[src/rtl/button_pulse_bank.sv]
`default_nettype none
// ============================================================================
//  Module   : button_pulse_bank
//  Purpose  : N-channel push-button front end. Each channel has a 2-FF
//             synchroniser, a counter debounce, a one-shot press pulse and
//             optional auto-repeat while held.
//             Parameter ranges: DEBOUNCE_CYC >= 1, REPEAT_DELAY >= 2,
//             REPEAT_PERIOD >= 2.
//  Revision : 1.0  initial release
// ============================================================================
module button_pulse_bank #(
    parameter int           N             = 4,
    parameter int           DEBOUNCE_CYC  = 20000,
    parameter int           REPEAT_DELAY  = 50000000,
    parameter int           REPEAT_PERIOD = 10000000,
    parameter logic [N-1:0] REPEAT_MASK   = '0
) (
    input  logic         clk,
    input  logic         rst_n,
    input  logic [N-1:0] btn_in,
    input  logic         en,
    output logic [N-1:0] pulse,
    output logic [N-1:0] level,
    output logic [N-1:0] repeating
);

    // Out-of-range settings are clamped; a period below 2 would merge repeat pulses.
    localparam int c_DEB    = (DEBOUNCE_CYC  < 1) ? 1 : DEBOUNCE_CYC;
    localparam int c_DELAY  = (REPEAT_DELAY  < 2) ? 2 : REPEAT_DELAY;
    localparam int c_PERIOD = (REPEAT_PERIOD < 2) ? 2 : REPEAT_PERIOD;
    localparam int c_HMAX   = (c_DELAY > c_PERIOD) ? c_DELAY : c_PERIOD;
    localparam int c_DW     = (c_DEB > 1) ? $clog2(c_DEB) : 1;
    localparam int c_HW     = $clog2(c_HMAX + 1);

    localparam logic [c_DW-1:0] c_DCNT_LAST   = c_DW'(c_DEB - 1);
    localparam logic [c_HW-1:0] c_DELAY_LAST  = c_HW'(c_DELAY - 1);
    localparam logic [c_HW-1:0] c_PERIOD_LAST = c_HW'(c_PERIOD - 1);
    localparam logic [c_HW-1:0] c_HCNT_SAT    = '1;

    localparam logic [1:0] S_IDLE   = 2'd0;
    localparam logic [1:0] S_HELD   = 2'd1;
    localparam logic [1:0] S_REPEAT = 2'd2;

    logic [N-1:0] r_sync1;
    logic [N-1:0] r_sync2;

    always_ff @(posedge clk or negedge rst_n) begin
        if (!rst_n) begin
            r_sync1 <= '0;
            r_sync2 <= '0;
        end else begin
            r_sync1 <= btn_in;
            r_sync2 <= r_sync1;
        end
    end

    for (genvar i = 0; i < N; i++) begin : g_ch
        logic            r_level;
        logic [c_DW-1:0] r_dcnt;
        logic            w_settle;
        logic            w_rise;
        logic            w_fall;
        logic [1:0]      r_state;
        logic [1:0]      w_state_nxt;
        logic [c_HW-1:0] r_hcnt;
        logic [c_HW-1:0] w_hcnt_nxt;
        logic            w_press_evt;
        logic            w_repeat_evt;
        logic            r_pulse;
        logic            w_pulse_nxt;

        assign w_settle = (r_sync2[i] != r_level) && (r_dcnt == c_DCNT_LAST);
        assign w_rise   = w_settle &&  r_sync2[i];
        assign w_fall   = w_settle && !r_sync2[i];

        always_ff @(posedge clk or negedge rst_n) begin
            if (!rst_n) begin
                r_level <= 1'b0;
                r_dcnt  <= '0;
            end else if (r_sync2[i] == r_level) begin
                r_dcnt  <= '0;
            end else if (w_settle) begin
                r_level <= r_sync2[i];
                r_dcnt  <= '0;
            end else begin
                r_dcnt  <= r_dcnt + 1'b1;
            end
        end

        always_ff @(posedge clk or negedge rst_n) begin
            if (!rst_n) begin
                r_state <= S_IDLE;
                r_hcnt  <= '0;
                r_pulse <= 1'b0;
            end else begin
                r_state <= w_state_nxt;
                r_hcnt  <= w_hcnt_nxt;
                r_pulse <= w_pulse_nxt;
            end
        end

        // Hold counter starts at 0 on the press, so the first repeat lands
        // exactly REPEAT_DELAY edges after the press pulse.
        always_comb begin
            w_state_nxt  = r_state;
            w_hcnt_nxt   = r_hcnt;
            w_press_evt  = 1'b0;
            w_repeat_evt = 1'b0;
            case (r_state)
                S_IDLE: begin
                    if (w_rise) begin
                        w_press_evt = 1'b1;
                        w_state_nxt = S_HELD;
                        w_hcnt_nxt  = '0;
                    end
                end
                S_HELD: begin
                    if (w_fall) begin
                        w_state_nxt = S_IDLE;
                        w_hcnt_nxt  = '0;
                    end else if (REPEAT_MASK[i] && (r_hcnt == c_DELAY_LAST)) begin
                        w_repeat_evt = 1'b1;
                        w_state_nxt  = S_REPEAT;
                        w_hcnt_nxt   = '0;
                    end else if (r_hcnt != c_HCNT_SAT) begin
                        w_hcnt_nxt = r_hcnt + 1'b1;
                    end
                end
                S_REPEAT: begin
                    if (w_fall) begin
                        w_state_nxt = S_IDLE;
                        w_hcnt_nxt  = '0;
                    end else if (r_hcnt == c_PERIOD_LAST) begin
                        w_repeat_evt = 1'b1;
                        w_hcnt_nxt   = '0;
                    end else begin
                        w_hcnt_nxt = r_hcnt + 1'b1;
                    end
                end
                default: begin
                    w_state_nxt = S_IDLE;
                    w_hcnt_nxt  = '0;
                end
            endcase
        end

        always_comb begin
            w_pulse_nxt = en && (w_press_evt || w_repeat_evt);
        end

        assign pulse[i]     = r_pulse;
        assign level[i]     = r_level;
        assign repeating[i] = (r_state == S_REPEAT);
    end

endmodule
`default_nettype wire
[config.mk]
export PLATFORM = sky130hd
export DESIGN_NAME = button_pulse_bank
export DESIGN_NICKNAME = d
export VERILOG_FILES = /design/src/rtl/button_pulse_bank.sv
export SDC_FILE = /design/constraint.sdc
export NUM_CORES = 1
export LEC_CHECK = 0
export ABC_AREA = 1
export CORE_ASPECT_RATIO = 1.5
export CORE_MARGIN = 4
export CORE_UTILIZATION = 55
export DETAILED_ROUTE_END_ITERATION = 10
export DONT_BUFFER_PORTS = 1
export GPL_ROUTABILITY_DRIVEN = 0
export PLACE_DENSITY = 0.74
export SLEW_MARGIN = 40
export SYNTH_ARGS = -nofsm -noshare
export SYNTH_HDL_FRONTEND = slang
export SYNTH_SLANG_ARGS = --single-unit
export TNS_END_PERCENT = 100
[constraint.sdc]
create_clock -name clk -period 3.31 [get_ports clk]
set_clock_uncertainty 0.15 [all_clocks]
set_input_delay 0.662 -clock clk [delete_from_list [all_inputs] [get_ports clk]]
set_output_delay 0.662 -clock clk [all_outputs]
set_load 0.01 [all_outputs]
==> flow_summary_export.csv <==
group,metric,value,unit
route,num_vias,3132,
floorplanning,dieArea,9190,um^2
place,dp_hpwl,5540,um
outcome,status,"complete, no violations",
run,maxCapViolations,0,
worst_setup_path,cp_max_fo,3,
synthesis,synth_area_leaders,"dfrtp_1, nand2_1, nor2_1",
finish,drive_above_1_share,11.3,%
power_and_ir_drop,powerDensity,407,nW/um^2
synthesis,synthTopCellsByCount,"nand2_1, nor2_1, dfrtp_1, inv_1, nand3_1",
timing,grt_setup_unrepaired,"false",
power_and_ir_drop,p_int,1.42,mW
worst_setup_path,critPathRequiredTime,2.50,ns
synthesis,synthFlopType,"dfrtp_1",
timing,report.final.slew_viol_count,0,
power_and_ir_drop,vdd_ir_drop_max,0.331,mV
worst_setup_path,cp.arrival,0.80,ns
worst_setup_path,startpoint_type,"register",
route,dr.pass1.iters,4,
cts,tritoncts,"built",
finish,fin_area,4480,um^2
place,dp.cells,604,
synthesis,synth-edff-count,0,
synthesis,synth.most_common_cell,"nand2_1",
floorplanning,die_height,115,um
cts,cts_sinks,80,
worst_setup_path,reg2reg_depth,7,
route,wl_per_cell,12.4,um
synthesis,ys_seq_area_share,47.3,%
worst_setup_path,crit_type,"reg2out",
timing,hold_viol,0,
floorplanning,initial_utilization,57.4,%
route,viasPerCell,5.05,
finish,area_growth,5.83,%
timing,setup_tns,0,ns
timing,fmax,0.619,GHz
cts,clock_tree.root_cell,"clkbuf_8",
synthesis,yosysWarnings,0,
cts,insertion_delay,0.35,ns
route,drc_errors,0,
global_routing,grt_overflow,0,
cts,cts_buffers,9,
timing,min_period,1.61,ns
synthesis,yosysTopAreaCell,"dfrtp_1",
power_and_ir_drop,power_frac_seq,55.1,%
global_routing,grt_start_max_net_pins,81,
synthesis,synth.cell_area,4230,um^2
power_and_ir_drop,p_comb_share,4.0,%
floorplanning,coreArea,7370,um^2
synthesis,async_flop_share,100,%
timing,setup_violations,0,
synthesis,syn_avg_cell_area,8.20,um^2
synthesis,synth.distinct_cells,30,
global_routing,grt.busiest_layer,"met2",
floorplanning,fp-row-count,38,
finish,nets,527,
cts,htree_levels,3,
finish,diodes,0,
power_and_ir_drop,p_clk_share,40.9,%
worst_setup_path,crit_cells,0,
floorplanning,pin_count,19,
cts,clockBufferDepth,2,
synthesis,netlist_instances,516,
cts,cts.reportedPaths.clkPinSlew,0.08,ns
place,place_area,4240,um^2
synthesis,ys_ff_latch,80,
global_routing,grtUsageMet2,31.8,%
worst_hold_path,hold_path.class,"in2async",
global_routing,grt_pass1_vias,3115,
route,wl,7660,um
global_routing,gr-usage-met3,4.12,%
power_and_ir_drop,p_leak,2.17,nW
worst_setup_path,end_kind,"output pin",
route,ant_nets,0,
finish,fillers,647,
power_and_ir_drop,swShare,22.0,%
global_routing,use_met1,22.1,%
timing,fin_crit_sh,48.8,%
place,io_buffer_count,0,
global_routing,antenna_found_initial,0,
route,drtIter0Drc,175,
global_routing,grt_usage,18.6,%
floorplanning,die_w,79.6,um
finish,stdcell_count,620,
power_and_ir_drop,p_sw,400,uW
global_routing,grt_pass1_wl,13500,um
synthesis,yosysTopAreaCellShare,47.3,%
## power groups by stage
stage | combinational [mW] | clock (mW) | sequential [mW]
6_report | 0.0731 | 0.744 | 1.00
4_1_cts | 0.0754 | 0.761 | 1.00
5_1_grt | 0.0852 | 0.805 | 1.01
2_1_floorplan | 0.0465 | 0 | 1.02
3_5_place_dp | 0.0522 | 0 | 1.02
3_3_place_gp | 0.0512 | 0 | 1.02
## placed cells by master, fill, tap and decap left out, drive strengths merged
master    instances
nand2           109
nor2            100
inv              82
dfrtp            80
nand3            42
xor2             21
o21ai            17
clkbuf           13
nand4            11
nor3b             9
nor3              8
nand3b            6
ha                4
conb              4
a21oi             3
xnor2             3
or2               3
o21bai            2
bufinv            1
clkinvlp          1
buf               1
## repair_timing
item	CTS	global route
endpoints found under the setup margin	0	0
hold endpoints to repair	80	0
hold buffers	1	0
setup buffers	0	0
gates resized for setup	0	0
## per-layer routing
layer / up-vias / part of all wire, % / wire length [um]
met5: - / 0 / 0
met3: 17 / 3.7 / 287
met2: 63 / 50 / 3810
met1: 1471 / 44 / 3410
li1: 1581 / - / -
met4: 0 / 2.0 / 156
## cell families after synthesis
family / count (synthesis) / share of synthesized area, %
DFF: 80 / 47.3
adders and majority gates: 4 / 1.18
xor gates and xnor gates: 24 / 4.97
other: 1 / 0.0886
buffers and inverters: 97 / 10.2
AOI/OAI and AO/OA: 22 / 2.81
and+or+nand+nor: 288 / 33.4
## final timing paths
check / startpoint / end / slack, ns
max in group asynchronous: rst_n / g_ch[2].r_dcnt[3] / 2.66
worst min-delay path: rst_n / g_ch[1].r_dcnt[13] / 0.05
worst max register to register: g_ch[1].r_level / g_ch[1].r_dcnt[8] / 1.72
min in group clk: btn_in[1] / r_sync1[1] / 0.19
worst max-delay path: g_ch[0].r_level / level[0] / 1.70
worst min register to register: r_sync1[0] / r_sync2[0] / 0.20
## registers in the layout, summed over array words and instances, names as in the netlist
register      cells
g_ch.r_dcnt      60
r_sync2           4
g_ch.r_level      4
g_ch.r_pulse      4
r_sync1           4
g_ch.r_state      4
## layout make-up
type | instances | area [um^2] | share of cell area (%)
flip-flops and latches | 80 | 2000 | 44.7
multi-input cells | 342 | 1810 | 40.4
inverters | 82 | 308 | 6.88
clock buffers | 13 | 169 | 3.77
well taps | 100 | 125 | 2.79
clock inverters | 2 | 37.5 | 0.838
repair buffers | 1 | 27.5 | 0.615
## stage by stage
step | hold slack [ns] | utilization, % | setup WS, ns | power, mW
4_1_cts | 0.0577 | 60.7 | 1.68 | 1.84
5_1_grt | 0.0639 | 60.7 | 1.62 | 1.90
6_report | 0.0541 | 60.7 | 1.70 | 1.82
2_1_floorplan | 0.181 | - | 1.89 | 1.07
3_3_place_gp | 0.181 | 57.6 | 1.77 | 1.07
3_5_place_dp | 0.186 | 57.6 | 1.72 | 1.08
## worst reg2reg max path: cells and delay by family, from the launching register on
| kind | cells | cell delay (ns) |
|---|---|---|
| and+or+nand+nor | 6 | 0.82 |
| DFF | 1 | 0.44 |
| buffers and inverters | 1 | 0.07 |
Power figures use the tool's default switching activity.
==> edit 1, RTL diff (same settings) <==
`N`: 4 -> 2.
--- a/src/rtl/button_pulse_bank.sv
+++ b/src/rtl/button_pulse_bank.sv
@@ -9,7 +9,7 @@
 //  Revision : 1.0  initial release
 // ============================================================================
 module button_pulse_bank #(
-    parameter int           N             = 4,
+    parameter int           N             = 2,
     parameter int           DEBOUNCE_CYC  = 20000,
     parameter int           REPEAT_DELAY  = 50000000,
     parameter int           REPEAT_PERIOD = 10000000,
Ports: changed (resized btn_in, level, pulse and repeating); port bits go from 19 to 11. No check against the original RTL was run, so the function may have changed too.
==> edit 1 against the unedited design <==
  * Power is 52% lower
  * Clock power is 55% lower
  * Setup slack gained 37 ps
  * Via count decreased by 50%
  * Design area is 50% lower
  * Wire length down 49%
  * Area after synthesis down 50%
  * Critical path type is now register to register
  * Sequential share of layout area rose by 0.30 points
  * Combinational power fell by 49%
  * Maximum frequency increased by 2.3%
  * Global-route usage fell by 0.14 points
  * Largest power group unchanged
  * Critical path depth grew 6
  * Critical endpoint is now g_ch[1].r_dcnt[10]$_DFF_PN0_
  * Sequential cell count is 40 lower
==> edit 1: results (changes against the unedited design) <==
<table>
<tr><th>Metric</th><th>Value</th></tr>
<tr><th colspan="2">Finish</th></tr>
<tr><td>Count of inverters other than clock inverters in the layout</td><td>39 (-52%)</td></tr>
<tr><td>Sequential share of cell area</td><td>0.450 (+0.00302)</td></tr>
<tr><td>Total area of multi-input combinational cells</td><td>908 um2 (-50%)</td></tr>
<tr><td>Multi-input combinational cell count</td><td>178 (-48%)</td></tr>
<tr><td>Share of layout cells above drive strength 1</td><td>0.128 (+0.0144)</td></tr>
<tr><td>Largest register FFs</td><td>30 (-50%)</td></tr>
<tr><td>Layout clock area frac</td><td>0.0422 (-0.00391)</td></tr>
<tr><th colspan="2">Synthesis</th></tr>
<tr><td>Ranking of synthesized cells by area</td><td>dfrtp_1 47%, nand2_1 8.9%, nor2_1 8.5%</td></tr>
<tr><td>Share of synthesized area occupied by flip-flops and latches</td><td>0.475 (+0.00154)</td></tr>
<tr><td>Cell types with the highest counts after synthesis</td><td>50 x nand2_1, 48 x nor2_1, 40 x dfrtp_1, 33 x inv_1, 19 x nand3_1</td></tr>
<tr><td>Average cell area after synthesis</td><td>8.02 um2 (-2.2%)</td></tr>
<tr><th colspan="2">Global route</th></tr>
<tr><td>Maximum number of pins on one net before global-route repair</td><td>41 (-49%)</td></tr>
<tr><td>Number of global-route vias before repair</td><td>1,623 (-48%)</td></tr>
<tr><td>Aggregate global-route resource usage</td><td>0.185 (-0.00143)</td></tr>
<tr><td>Met1 Use GR</td><td>0.195 (-0.0258)</td></tr>
<tr><td>Global Route met2 Usage</td><td>0.317 (-0.000507)</td></tr>
<tr><th colspan="2">Pwr</th></tr>
<tr><td>Power of the combinational group</td><td>37.1 uW (-49%)</td></tr>
<tr><td>IR drop worst, VDD</td><td>0.334 mV (+0.64%)</td></tr>
<tr><td>Switch Pwr</td><td>195 uW (-51%)</td></tr>
<tr><th colspan="2">CTS</th></tr>
<tr><td>CTS buffer count</td><td>5 (-4)</td></tr>
<tr><td># H-tree levels</td><td>2 (-1)</td></tr>
<tr><th colspan="2">Drt</th></tr>
<tr><td>Met3 wire length</td><td>87 um (-70%)</td></tr>
<tr><td>Total met2 wirelength after detailed routing</td><td>2.07 mm (-46%)</td></tr>
<tr><td>Final routed wirelength across all metal layers</td><td>3.90 mm (-49%)</td></tr>
<tr><th colspan="2">Setup path</th></tr>
<tr><td>Worst endpoint data arrival time</td><td>1610 ps (+810 ps)</td></tr>
<tr><td>Register-to-Register Path Depth</td><td>6 (-1)</td></tr>
<tr><td>Launching element of the worst setup path</td><td>g_ch[1].r_dcnt[0]$_DFF_PN0_</td></tr>
<tr><th colspan="2">Place</th></tr>
<tr><td>Sum of net half-perimeters after detailed placement</td><td>2.96 mm (-47%)</td></tr>
<tr><td>Instance count after placement with tap cells included</td><td>300 (-50%)</td></tr>
<tr><th colspan="2">Status</th></tr>
<tr><td>Outcome</td><td>finished clean</td></tr>
</table>
edit 1: cell types whose count changed after synthesis, sizes merged, moves of 8 or more:
cell   before  now
buf        15    7
dfrtp      80   40
inv        82   39
nand2     109   57
nand3      42   21
nor2      100   55
o21ai      17    8
xor2       21    8
edit 1: stage by stage:
| stage | hold WS [ps] | setup slack [ps] | util | power (mW) | cell area (um2) |
|---|---|---|---|---|---|
| after floorplan | 181 | 1960 | - | 0.533 | 2110 |
| after global placement | 182 | 1800 | 0.573 | 0.536 | 2110 |
| after detailed placement | 186 | 1750 | 0.573 | 0.537 | 2110 |
| after CTS | 53.5 | 1730 | 0.604 | 0.881 | 2220 |
| after global routing | 52.5 | 1640 | 0.604 | 0.914 | 2220 |
| final | 51.0 | 1730 | 0.604 | 0.873 | 2220 |
edit 1: worst paths after layout:
check	endpoint	slack (ps)
min in group clk	r_sync2[1]$_DFF_PN0_	200
max in group asynchronous	g_ch[0].r_dcnt[5]$_DFF_PN0_	2760
worst max register to register	g_ch[1].r_dcnt[10]$_DFF_PN0_	1730
worst max-delay path	g_ch[1].r_dcnt[10]$_DFF_PN0_	1730
worst min register to register	r_sync2[1]$_DFF_PN0_	200
worst min-delay path	g_ch[1].r_dcnt[8]$_DFF_PN0_	50
edit 1: kinds of logic (layout without fill, tap and decap cells):
family          after synthesis  count (layout)  synth area share
xor+xnor                      9               9            0.0374
compound gates               10              10            0.0249
flops                        40              40             0.475
buf+inv                      46              48            0.0961
fa+ha+maj                     2               2            0.0119
simple gates                155             155             0.353
other cells                   1               2           0.00178
edit 1: critical path, stage by stage, from the launching register on:
cell and delay, ps:
dfrtp_1 370, ha_1 180, nand2_1 140, nor2_4 170
nand3_2 240, nand2_1 160, nor2_1 60
==> edit 2, RTL diff (config.mk and constraints unchanged) <==
Made on the original files. One comparison of `r_dcnt` changes from == to >=.
--- a/src/rtl/button_pulse_bank.sv
+++ b/src/rtl/button_pulse_bank.sv
@@ -69,7 +69,7 @@
         logic            r_pulse;
         logic            w_pulse_nxt;
 
-        assign w_settle = (r_sync2[i] != r_level) && (r_dcnt == c_DCNT_LAST);
+        assign w_settle = (r_sync2[i] != r_level) && (r_dcnt >= c_DCNT_LAST);
         assign w_rise   = w_settle &&  r_sync2[i];
         assign w_fall   = w_settle && !r_sync2[i];
 
Behaviour: same outputs for any inputs over 4 cycles, from zero or initial values and one cycle with rst_n low; that may be too few to reach the edited logic, so the function may still have changed.
==> edit 2 against the unedited design <==
  * Synthesized cell count decreased by 1.7%
  * Design area decreased by 1.5%
  * Wire length decreased by 6.3%
  * Setup slack got worse by 53 ps
  * Clock power decreased by 3.9%
  * Highest routed layer unchanged
  * Area after synthesis decreased by 1.2%
  * Non-clock buffer count unchanged
  * Hold slack got worse by 22 ps
  * Power decreased by 1.8%
  * Sequential cell count unchanged
  * First-iteration DRC count decreased by 28%
  * Via count decreased by 1.8%
  * Combinational power decreased by 10%
==> edit 2: results (changes against the unedited design) <==
<table>
<tr><th>Metric</th><th>Value</th></tr>
<tr><th colspan="2">Setup path</th></tr>
<tr><td>Register-to-Register Path Depth</td><td>6 (-1)</td></tr>
<tr><td>Highest fanout seen on the critical path</td><td>15 (+12)</td></tr>
<tr><td>Startpoint of the worst-slack reg-to-reg timing path</td><td>g_ch[2].r_dcnt[0]$_DFF_PN0_</td></tr>
<tr><td>Terminus of the critical flop-to-flop path</td><td>g_ch[2].r_dcnt[11]$_DFF_PN0_</td></tr>
<tr><td>Sort of element at the end of the critical path</td><td>register</td></tr>
<tr><td>Worst endpoint data arrival time</td><td>1790 ps (+990 ps)</td></tr>
<tr><th colspan="2">Global route</th></tr>
<tr><td>Met1 Use GR</td><td>0.196 (-0.0249)</td></tr>
<tr><td>Global Route met2 Usage</td><td>0.313 (-0.00519)</td></tr>
<tr><td>Met3 Resource Use GR</td><td>0.0345 (-0.00673)</td></tr>
<tr><td>Global-route wire length before repair</td><td>12.9 mm (-4.5%)</td></tr>
<tr><th colspan="2">Synthesis</th></tr>
<tr><td>Share of synthesized area occupied by flip-flops and latches</td><td>0.479 (+0.00567)</td></tr>
<tr><td>Synthesized-area fraction occupied by xor and xnor cells</td><td>0.0877 (+0.0380)</td></tr>
<tr><td>Gate count of the mapped netlist</td><td>507 (-1.7%)</td></tr>
<tr><td>Post-Synth Adder-Cell Area</td><td>0.0120 (+0.000142)</td></tr>
<tr><td>Complex-gate fraction of the synthesized area</td><td>0.0275 (-0.000562)</td></tr>
<tr><td>Cell types with the highest counts after synthesis</td><td>115 x nand2_1, 113 x nor2_1, 80 x dfrtp_1, 47 x inv_1, 30 x nand3_1</td></tr>
<tr><td>Distinct cells, synth</td><td>26 (-13%)</td></tr>
<tr><th colspan="2">Drt</th></tr>
<tr><td>Met3 wire length</td><td>239 um (-17%)</td></tr>
<tr><td>Number of vias per cell after detailed routing</td><td>5.04 (-0.31%)</td></tr>
<tr><td>Vias</td><td>3,077 (-1.8%)</td></tr>
<tr><th colspan="2">Pwr</th></tr>
<tr><td>Leakage power</td><td>2.05 nW (-5.5%)</td></tr>
<tr><th colspan="2">Timing</th></tr>
<tr><td>Worst hold slack after final layout</td><td>32.4 ps (-21.7 ps)</td></tr>
<tr><td>Fin crit period</td><td>1670 ps (+53.4 ps)</td></tr>
<tr><th colspan="2">Place</th></tr>
<tr><td>Instance count after placement with tap cells included</td><td>594 (-1.7%)</td></tr>
<tr><td>Sum of net half-perimeters after detailed placement</td><td>5.25 mm (-5.1%)</td></tr>
<tr><th colspan="2">Finish</th></tr>
<tr><td>Share of layout cells above drive strength 1</td><td>0.0841 (-0.0293)</td></tr>
<tr><th colspan="2">Status</th></tr>
<tr><td>Outcome</td><td>finished clean</td></tr>
</table>
==> edit 2: cell types whose count changed in the layout (fill, tap and decap cells not counted), sizes merged, moves of 2 or more <==
| cell | delta |
|---|---|
| a21oi | -3 |
| nor2 | +23 |
| xor2 | +9 |
| clkinv | +2 |
| or2 | -3 |
| nand4 | -2 |
| nand2 | +10 |
| nand3b | -6 |
| inv | -34 |
| nor3b | -9 |
| nand3 | -5 |
| xnor2 | +8 |
| o21ai | +3 |
==> edit 2: power by group <==
part           total (mW)  internal, mW  switching (mW)
registers            1.01         0.994          0.0140
clock network       0.715         0.388           0.327
logic              0.0656        0.0207          0.0448
==> edit 2: cell type report <==
| class | count | share of cell area |
|---|---|---|
| repair buffers | 1 | 0.00624 |
| inverters | 48 | 0.0409 |
| clock buffers | 13 | 0.0360 |
| well taps | 100 | 0.0284 |
| multi-input cells | 366 | 0.425 |
| flip-flops and latches | 80 | 0.454 |
| clock inverters | 3 | 0.00908 |
